**src/rtl/cond_ctrl_pipe_pkg.sv**
```systemverilog
// Shared definitions for the Execute-stage control pipeline: ARM condition codes,
// NZCV bit positions, ALU op encodings and the per-stage control bundles.
package cond_ctrl_pipe_pkg;

    localparam logic [3:0] COND_EQ = 4'b0000;
    localparam logic [3:0] COND_NE = 4'b0001;
    localparam logic [3:0] COND_CS = 4'b0010;
    localparam logic [3:0] COND_CC = 4'b0011;
    localparam logic [3:0] COND_MI = 4'b0100;
    localparam logic [3:0] COND_PL = 4'b0101;
    localparam logic [3:0] COND_VS = 4'b0110;
    localparam logic [3:0] COND_VC = 4'b0111;
    localparam logic [3:0] COND_HI = 4'b1000;
    localparam logic [3:0] COND_LS = 4'b1001;
    localparam logic [3:0] COND_GE = 4'b1010;
    localparam logic [3:0] COND_LT = 4'b1011;
    localparam logic [3:0] COND_GT = 4'b1100;
    localparam logic [3:0] COND_LE = 4'b1101;
    localparam logic [3:0] COND_AL = 4'b1110;
    localparam logic [3:0] COND_NV = 4'b1111;

    localparam int FLAG_N = 3;
    localparam int FLAG_Z = 2;
    localparam int FLAG_C = 1;
    localparam int FLAG_V = 0;

    localparam logic [1:0] ALU_ADD = 2'b00;
    localparam logic [1:0] ALU_SUB = 2'b01;
    localparam logic [1:0] ALU_AND = 2'b10;
    localparam logic [1:0] ALU_ORR = 2'b11;

    // A flushed slot carries AL so it never looks like a failed predicate.
    localparam logic [3:0] COND_BUBBLE = COND_AL;

    typedef struct packed {
        logic       pcsrc;
        logic       regwrite;
        logic       memtoreg;
        logic       memwrite;
        logic [1:0] alu_control;
        logic       branch;
        logic [1:0] alu_src;
        logic [1:0] flag_write;
        logic [3:0] cond;
    } ex_ctrl_t;

    typedef struct packed {
        logic pcsrc;
        logic regwrite;
        logic memtoreg;
        logic memwrite;
    } mem_ctrl_t;

    typedef struct packed {
        logic pcsrc;
        logic regwrite;
        logic memtoreg;
    } wb_ctrl_t;

    localparam ex_ctrl_t EX_RESET = '{
        pcsrc: 1'b0, regwrite: 1'b0, memtoreg: 1'b0, memwrite: 1'b0,
        alu_control: 2'b00, branch: 1'b0, alu_src: 2'b00,
        flag_write: 2'b00, cond: 4'b0000
    };

    localparam ex_ctrl_t EX_BUBBLE = '{
        pcsrc: 1'b0, regwrite: 1'b0, memtoreg: 1'b0, memwrite: 1'b0,
        alu_control: 2'b00, branch: 1'b0, alu_src: 2'b00,
        flag_write: 2'b00, cond: COND_BUBBLE
    };

endpackage

```
**src/rtl/cond_ctrl_pipe_cond_check.sv**
```systemverilog
// Combinational ARM condition-field evaluator: condition code + NZCV -> pass/fail.
// Kept standalone so predication or forwarding logic can reuse it.
module cond_check
    import cond_ctrl_pipe_pkg::*;
(
    input  logic [3:0] cond_i,
    input  logic [3:0] flags_i,
    output logic       cond_ex_o
);

    logic n, z, c, v;

    assign n = flags_i[FLAG_N];
    assign z = flags_i[FLAG_Z];
    assign c = flags_i[FLAG_C];
    assign v = flags_i[FLAG_V];

    always_comb begin
        // NOTE: assign a default before the case so no path leaves the output
        // unassigned; an unassigned path in always_comb infers a latch.
        cond_ex_o = 1'b0;
        case (cond_i)
            COND_EQ: cond_ex_o = z;
            COND_NE: cond_ex_o = !z;
            COND_CS: cond_ex_o = c;
            COND_CC: cond_ex_o = !c;
            COND_MI: cond_ex_o = n;
            COND_PL: cond_ex_o = !n;
            COND_VS: cond_ex_o = v;
            COND_VC: cond_ex_o = !v;
            COND_HI: cond_ex_o = c & !z;
            COND_LS: cond_ex_o = !c | z;
            COND_GE: cond_ex_o = (n == v);
            COND_LT: cond_ex_o = (n != v);
            COND_GT: cond_ex_o = !z & (n == v);
            COND_LE: cond_ex_o = z | (n != v);
            COND_AL: cond_ex_o = 1'b1;
            COND_NV: cond_ex_o = 1'b0;
            default: cond_ex_o = 1'b0;
        endcase
    end

endmodule

```
**src/rtl/cond_ctrl_pipe.sv**
```systemverilog
// Execute/Memory/Writeback control pipeline: registers decode control, evaluates the
// condition field against the NZCV register, updates flags and gates side effects.
module cond_ctrl_pipe
    import cond_ctrl_pipe_pkg::*;
#(
    parameter logic [3:0] RESET_FLAGS = 4'b0000
) (
    input  logic       clk,
    input  logic       reset,

    input  logic       PCSrcD,
    input  logic       RegWriteD,
    input  logic       MemtoRegD,
    input  logic       MemWriteD,
    input  logic [1:0] ALUControlD,
    input  logic       BranchD,
    input  logic [1:0] ALUSrcD,
    input  logic [1:0] FlagWriteD,
    input  logic [3:0] CondD,
    input  logic [3:0] ALUFlagsE,
    input  logic       FlushE,

    output logic [1:0] ALUControlE,
    output logic [1:0] ALUSrcE,
    output logic [3:0] FlagsE,
    output logic       CondExE,
    output logic       BranchTakenE,

    output logic       PCSrcM,
    output logic       RegWriteM,
    output logic       MemtoRegM,
    output logic       MemWriteM,

    output logic       PCSrcW,
    output logic       RegWriteW,
    output logic       MemtoRegW
);

    ex_ctrl_t  ex_d,    ex_q;
    mem_ctrl_t mem_d,   mem_q;
    wb_ctrl_t  wb_d,    wb_q;
    logic [3:0] flags_d, flags_q;
    logic       cond_ex;

    cond_check u_cond_check (
        .cond_i    (ex_q.cond),
        .flags_i   (flags_q),
        .cond_ex_o (cond_ex)
    );

    always_comb begin
        ex_d = EX_BUBBLE;
        if (!FlushE) begin
            ex_d.pcsrc       = PCSrcD;
            ex_d.regwrite    = RegWriteD;
            ex_d.memtoreg    = MemtoRegD;
            ex_d.memwrite    = MemWriteD;
            ex_d.alu_control = ALUControlD;
            ex_d.branch      = BranchD;
            ex_d.alu_src     = ALUSrcD;
            ex_d.flag_write  = FlagWriteD;
            ex_d.cond        = CondD;
        end
    end

    // The instruction in Execute commits its flag halves even when FlushE is
    // bubbling the slot behind it.
    always_comb begin
        flags_d = flags_q;
        if (ex_q.flag_write[1] && cond_ex) begin
            flags_d[FLAG_N] = ALUFlagsE[FLAG_N];
            flags_d[FLAG_Z] = ALUFlagsE[FLAG_Z];
        end
        if (ex_q.flag_write[0] && cond_ex) begin
            flags_d[FLAG_C] = ALUFlagsE[FLAG_C];
            flags_d[FLAG_V] = ALUFlagsE[FLAG_V];
        end
    end

    always_comb begin
        mem_d.pcsrc    = ex_q.pcsrc & !ex_q.branch & cond_ex;
        mem_d.regwrite = ex_q.regwrite & cond_ex;
        mem_d.memtoreg = ex_q.memtoreg;
        mem_d.memwrite = ex_q.memwrite & cond_ex;

        wb_d.pcsrc     = mem_q.pcsrc;
        wb_d.regwrite  = mem_q.regwrite;
        wb_d.memtoreg  = mem_q.memtoreg;
    end

    // NOTE: state registers use non-blocking assignments so every stage samples
    // the pre-edge value of the stage before it.
    always_ff @(posedge clk or negedge reset) begin
        if (!reset) begin
            ex_q    <= EX_RESET;
            flags_q <= RESET_FLAGS;
            mem_q   <= '0;
            wb_q    <= '0;
        end else begin
            ex_q    <= ex_d;
            flags_q <= flags_d;
            mem_q   <= mem_d;
            wb_q    <= wb_d;
        end
    end

    assign ALUControlE  = ex_q.alu_control;
    assign ALUSrcE      = ex_q.alu_src;
    assign FlagsE       = flags_q;
    assign CondExE      = cond_ex;
    assign BranchTakenE = ex_q.branch & cond_ex;

    assign PCSrcM       = mem_q.pcsrc;
    assign RegWriteM    = mem_q.regwrite;
    assign MemtoRegM    = mem_q.memtoreg;
    assign MemWriteM    = mem_q.memwrite;

    assign PCSrcW       = wb_q.pcsrc;
    assign RegWriteW    = wb_q.regwrite;
    assign MemtoRegW    = wb_q.memtoreg;

endmodule
```
**config.mk**
```make
export PLATFORM = sky130hd
export DESIGN_NAME = cond_ctrl_pipe
export DESIGN_NICKNAME = d
export VERILOG_FILES = /design/src/rtl/cond_ctrl_pipe_pkg.sv /design/src/rtl/cond_ctrl_pipe_cond_check.sv /design/src/rtl/cond_ctrl_pipe.sv
export SDC_FILE = /design/constraint.sdc
export NUM_CORES = 1
export LEC_CHECK = 0
export ABC_CLOCK_PERIOD_IN_PS = 3120
export BUFFER_PORTS_ARGS = -buffer_cell sky130_fd_sc_hd__buf_2
export CORE_ASPECT_RATIO = 0.6
export CORE_MARGIN = 4
export CORE_UTILIZATION = 52
export DETAILED_ROUTE_END_ITERATION = 12
export PLACE_DENSITY = 0.94
export SYNTH_ARGS = -nofsm -noshare
export SYNTH_HDL_FRONTEND = slang
export SYNTH_SLANG_ARGS = --single-unit
```
**constraint.sdc**
```tcl
create_clock -name clk -period 3.12 [get_ports clk]
set_input_delay 0.156 -clock clk [delete_from_list [all_inputs] [get_ports clk]]
set_output_delay 0.156 -clock clk [all_outputs]
set_load 0.05 [all_outputs]
```
; Word-level counts from Yosys, hierarchy flattened
; Index checks and enable logic that the tools add are counted.
[classes]
muxes = 2
n_eq_ne = 17
reduce_logical = 8
bitwise_logic = 9
[ops]
columns = cell, n
row1 = 4-bit == test (second input constant), 8
row2 = 4-bit by 3-bit == test with 1-bit output (second input constant), 4
row3 = 1-bit one-hot mux with 16 select lines, 1
row4 = 15-bit two-way mux, 1
row5 = 4-bit by 2-bit == test with 1-bit output (second input constant), 2
row6 = 1-bit AND, 7
row7 = 1-bit logical NOT, 5
row8 = 4-bit by 1-bit == test with 1-bit output (second input constant), 1
row9 = 4-bit logical NOT, 1
row10 = 1-bit logical AND, 2
row11 = 1-bit OR, 2
row12 = 1-bit == test, 1
row13 = 1-bit inequality test, 1
[word_totals]
output_inout_bits = 17
wordCells = 54
input_bits = 22
regBits = 26

; Logic depth before layout (Yosys ltp)
[logic_depth]
depth_word = 4
depth_mapped = 6
depth_no_buf = 5

; Hierarchy
; Synthesis repeated with hierarchy kept, for this count alone.
[unflattened]
cells_unflattened = 80
hier_area_um2 = 1021.0
[by_module_without_submodules]
columns = mod, seq_area_each_um2, cells_per_inst, area_each_um2, n_inst
row1 = cond_ctrl_pipe, 650.6, 57, 865.8, 1
row2 = cond_check, 0.0, 23, 155.1, 1

; Worst setup path before layout
; No wires, ideal clock.
[synth_path]
path_type = reg2out
startpoint = register flags_q[3] (netlist: FlagsE[3])
endpoint = output port BranchTakenE
path_buffers = 0
required_ns = 2.964
stages_incl_launch_ff = 6
slack_ns = 0.325
arrival_ns = 2.639
path_cell_list = dfrtp_1 -> or4bb_1 -> o211ai_2 -> a2111oi_4 -> nor3b_2 -> and2_2
[synth_via]
elab_chain_len = 4
word_cells_on_any_way = 7
classes_between = 2 x eq/ne / 1 x mux / 3 x bitwise / 1 x reduce/logical
[synth_lines]
columns = element, line_no
row1 = "start, declared", cond_ctrl_pipe.sv:42  ; logic [3:0] flags_d, flags_q;
row2 = "start signal, assigned", cond_ctrl_pipe.sv:101  ; flags_q <= flags_d;
row3 = 1-bit inequality test / 1-bit == test (equally long branches), n/a
row4 = 1-bit OR / 1-bit AND (equally long branches), "cond_ctrl_pipe_cond_check.sv:36, cond_ctrl_pipe_cond_check.sv:35"
row5 = 1-bit one-hot mux with 16 select lines (*), cond_ctrl_pipe_cond_check.sv:22  ; case (cond_i)
row6 = via CondExE, cond_ctrl_pipe.sv:26  ; output logic CondExE,
row7 = 1-bit AND (*), cond_ctrl_pipe.sv:111  ; assign BranchTakenE = ex_q.branch & cond_ex;
row8 = "end, declared", cond_ctrl_pipe.sv:27  ; output logic BranchTakenE,
; The timed path passes the listed nets; every way through them passes the cells marked *.

; Final worst setup path
[layout_path]
startpoint = register ex_q[0] (netlist name)
endpoint = output port BranchTakenE
[layout_via]
elab_chain_len = 3
word_cells_on_any_way = 18
classes_between = 15 x eq/ne / 1 x mux / 1 x bitwise / 1 x reduce/logical
[layout_lines]
columns = element, line_no
row1 = "start, declared", cond_ctrl_pipe.sv:39  ; ex_ctrl_t ex_d, ex_q;
row2 = "start signal, assigned", cond_ctrl_pipe.sv:95  ; ex_q <= EX_RESET;
row3 = "start signal, assigned", cond_ctrl_pipe.sv:100  ; ex_q <= ex_d;
row4 = 4-bit == test (tied with other cells), cond_ctrl_pipe_cond_check.sv:22
row5 = 1-bit one-hot mux with 16 select lines (*), cond_ctrl_pipe_cond_check.sv:22
row6 = 1-bit AND (*), cond_ctrl_pipe.sv:111
; Every way passes the cells marked *; elsewhere a longest branch is shown, timed or not.

==> results.txt <==
Leakage power total: 0.691 nW. The library cells used most frequently in the layout, excluding fill and tap cells, are buf_2, dfrtp_1, nor2b_1. In this run the critical register-to-register path is captured at FlagsE[3]. The starting density of the core was 0.581. The tools report the start of the worst register-to-register path as ex_q[0]. For the maximum number of pins on one net before global-route repair, the log shows 27. The cell at the root of the clock tree was clkbuf_8.

The number of clock buffers added by TritonCTS is 3. The number of synthesized register bits works out to 26. TritonCTS built the clock tree. The clock reaches the later pin of the worst-skew pair after 0.26 ns. Data arrives at the worst endpoint at 2.33 ns. Final count of pins violating max slew: 0. Hold is met by 0.0730 ns.

The worst-case register-to-register setup slack came out at 1.02 ns. The critical path buffer and inverter count was 1; the hold-critical path depth was 2. By area the synthesized netlist is led by dfrtp_1, nor2b_1, mux2_1.

The run gives 1 as the number of H-tree levels. Setup repair after global routing left no endpoint under its margin. Detailed routing inserted a total of 756 vias. The final HPWL from detailed placement is 1.78 mm, and the count of endpoints failing setup in the final report is 0. In this run the most critical hold path is launched from CondD[1].

The multi-input combinational cells in the finished layout cover a total of 419 sq um. For the final wirelength, the log shows 2.26 mm. The post-synthesis sequential area ratio was 0.570; the final weighted congestion in routability-driven placement was 0.877. The logs give 0 for the count of yosys warnings during synthesis and 3040 sq um for the die footprint. Buffers placed on the I/O ports in this run total 38. The run gives 0 as the number of hold-slack violations in the final timing report. Registers take 651 sq um.

The register clock-pin slew on the reported worst setup and hold paths was 0.08 ns. In this run the deepest clock path goes through 2 buffers. Clock tree synthesis found a total of 26 sinks. The net count after synthesis came out at 111.

The wire length per cell came out at 14.9 microns. The tools report the first element of the critical path as ex_q[0]. The fraction of final layout cells sized beyond drive strength 1 was 0.419; the final net count was 147. Length in cells of the worst reg-to-reg path: 5.

For the total global-route track usage, the log shows 0.170. After technology mapping, the gate count stands at 89. The first routing iteration left 32 violations.

Timing would allow up to 401 MHz. The first TritonRoute pass finished after 4 iterations. The total standard cell area after synthesis was 1140 sq um; the maximum resistive drop on vdd was 411 uV. Across the run, the number of max-cap violations was 0. In this run the worst path has a maximum fanout of 10.

Setup total negative slack on the finished layout was measured at 0 ns. The layout overhead on the synthesized area is 20.0%. STA classifies the critical path startpoint as a register. In this run the power density over the cells is 735 nW/um^2.

The share of the clock period used by the worst path after layout was 0.798. For the initial antenna violation count, the log shows 0. The fraction of post-synthesis cell area in the top cell type by area was 0.570. Worst hold-check path type: input port to register. After floorplanning, the core was divided into 12 placement rows. The largest single stage delay on the critical path is 0.56 ns. Cell with the largest stage delay on the worst path: or4b_1.

The normalized max-slew margin came out at 0.634. The die extent in y was 44.3 microns; the average instance area after synthesis was 12.8 sq um. The number of global-route vias before repair was 750; the number of ports placed on the die boundary was 39. The worst setup path category is register to output port. The worst path in the final design needs a cycle of 2.49 ns, including I/O delays and setup. At the worst endpoint, the required time is 2.96 ns. Worst clock skew on the final layout: 0.00258 ns. The kind of cell with the highest combined delay on the critical path is simple AND/OR/NAND/NOR gates. The run gives 0 as the total congestion overflow after global routing. Dividing the detail-routed via count by the number of cells gives 4.97.

The flow ran to the end, and the final reports show no timing, DRC or antenna violations. Walking the worst path, the cells encountered are or4b_1 -> o211ai_2 -> a2111oi_4 -> nor3b_2 -> and2_2 -> buf_2. The logs give 0 for the antenna violation net count after detailed routing and 34 for the distinct cell type count after synthesis.

Of all cell types, the one taking the most synthesized area is dfrtp_1. The remaining routing DRC violations came out at 0. The total core area is 1970 sq um. Gates resized during post-CTS repair numbered 0. The path with the worst hold slack has its endpoint at ex_q[1]. Leaving out fill and tap cells, the most frequent cell in the layout is buf_2. The layout has 143 filler cells. The slew at the pin closest to its max-slew limit works out to 0.549 ns. The cell count along the critical path works out to 6.

The first global-routing pass estimated 3.59 mm of wire. Sort of element at the end of the critical path: an output port. The antenna diode instance count came out at 0. The horizontal die dimension came out at 68.5 microns.
==> logic make-up (layout without fill, tap and decap cells) <==
group,after synthesis,count (layout),synth area share
DFF,26,26,0.570
buffers and inverters,11,46,0.0635
AOI/OAI and AO/OA,7,7,0.0635
and+or+nand+nor,37,37,0.220
xor gates and xnor gates,3,3,0.0351
muxes,5,5,0.0482
==> power by group <==
group	total, mW	leakage (nW)	internal, mW	switching (mW)
Sequential	0.437	0.325	0.379	0.0582
Clock	0.207	0.0288	0.113	0.0946
Combinational	0.363	0.337	0.121	0.242
Total	1.01	0.691	0.613	0.395
==> cells in the mapped netlist (all sizes together) <==
cell     number
dfrtp        26
nor2b        12
buf           7
nor3          5
mux2          4
and2          3
inv           3
nand2         3
nand3b        3
or2           3
a2111oi       1
a211oi        1
a21oi         1
a311oi        1
a31oi         1
and3b         1
and4b         1
clkbuf        1
mux2i         1
nand2b        1
nand3         1
nor2          1
nor3b         1
o211ai        1
o21ai         1
or4b          1
or4bb         1
xnor2         1
xnor3         1
xor2          1
==> final cells by class <==
class	instances	area share
clock buffer	4	0.0401
inverter	3	0.00821
timing repair buffer	39	0.146
multi-input combinational	52	0.306
tap	28	0.0255
sequential	26	0.474
==> flip-flops by register name, summed over array words and instances, names as in the netlist <==
register / count
ex_q: 11
FlagsE: 4
ALUControlE: 2
ALUSrcE: 2
MemWriteM: 1
MemtoRegM: 1
MemtoRegW: 1
PCSrcM: 1
PCSrcW: 1
RegWriteM: 1
RegWriteW: 1
==> worst max path at each step <==
stage | endpoint | slack, ns
2_1_floorplan | BranchTakenE | 0.33
3_3_place_gp | BranchTakenE | 1.01
3_5_place_dp | BranchTakenE | 0.91
4_1_cts | BranchTakenE | 0.61
5_1_grt | BranchTakenE | 0.46
6_report | BranchTakenE | 0.63
==> repair_timing <==
item,in CTS,in global routing
endpoints found under the setup margin,0,0
buffers inserted,0,0
hold endpoints to repair,26,0
hold buffers,1,0
==> routing by layer <==
metal | up-vias | GRT usage | wire length, microns
li1 | 366 | - | -
met1 | 360 | 0.182 | 887
met2 | 26 | 0.304 | 1170
met3 | 4 | 0.0533 | 147
met4 | 0 | 0.0830 | 51
met5 | - | 0 | 0
==> worst reg2reg max path, delay by kind of cell, from the launching register on <==
kind             cells  cell delay (ns)
AO/OA/AOI/OAI        2             0.30
AND/OR/NAND/NOR      2             0.84
flip-flops           1             0.49
multiplexers         1             0.36
==> through the flow <==
step / worst slack, ns / util / total power [mW] / instance area [sq um] / instances
after CTS: 0.614 / 0.697 / 1.02 / 1370 / 152
after floorplan: 0.325 / - / 0.718 / 1140 / 89
after detailed placement: 0.911 / 0.664 / 0.808 / 1310 / 147
final: 0.629 / 0.697 / 1.01 / 1370 / 152
after global routing: 0.461 / 0.697 / 1.06 / 1370 / 152
after global placement: 1.01 / 0.664 / 0.795 / 1310 / 147
No activity file was read; power rests on OpenSTA's default activity.
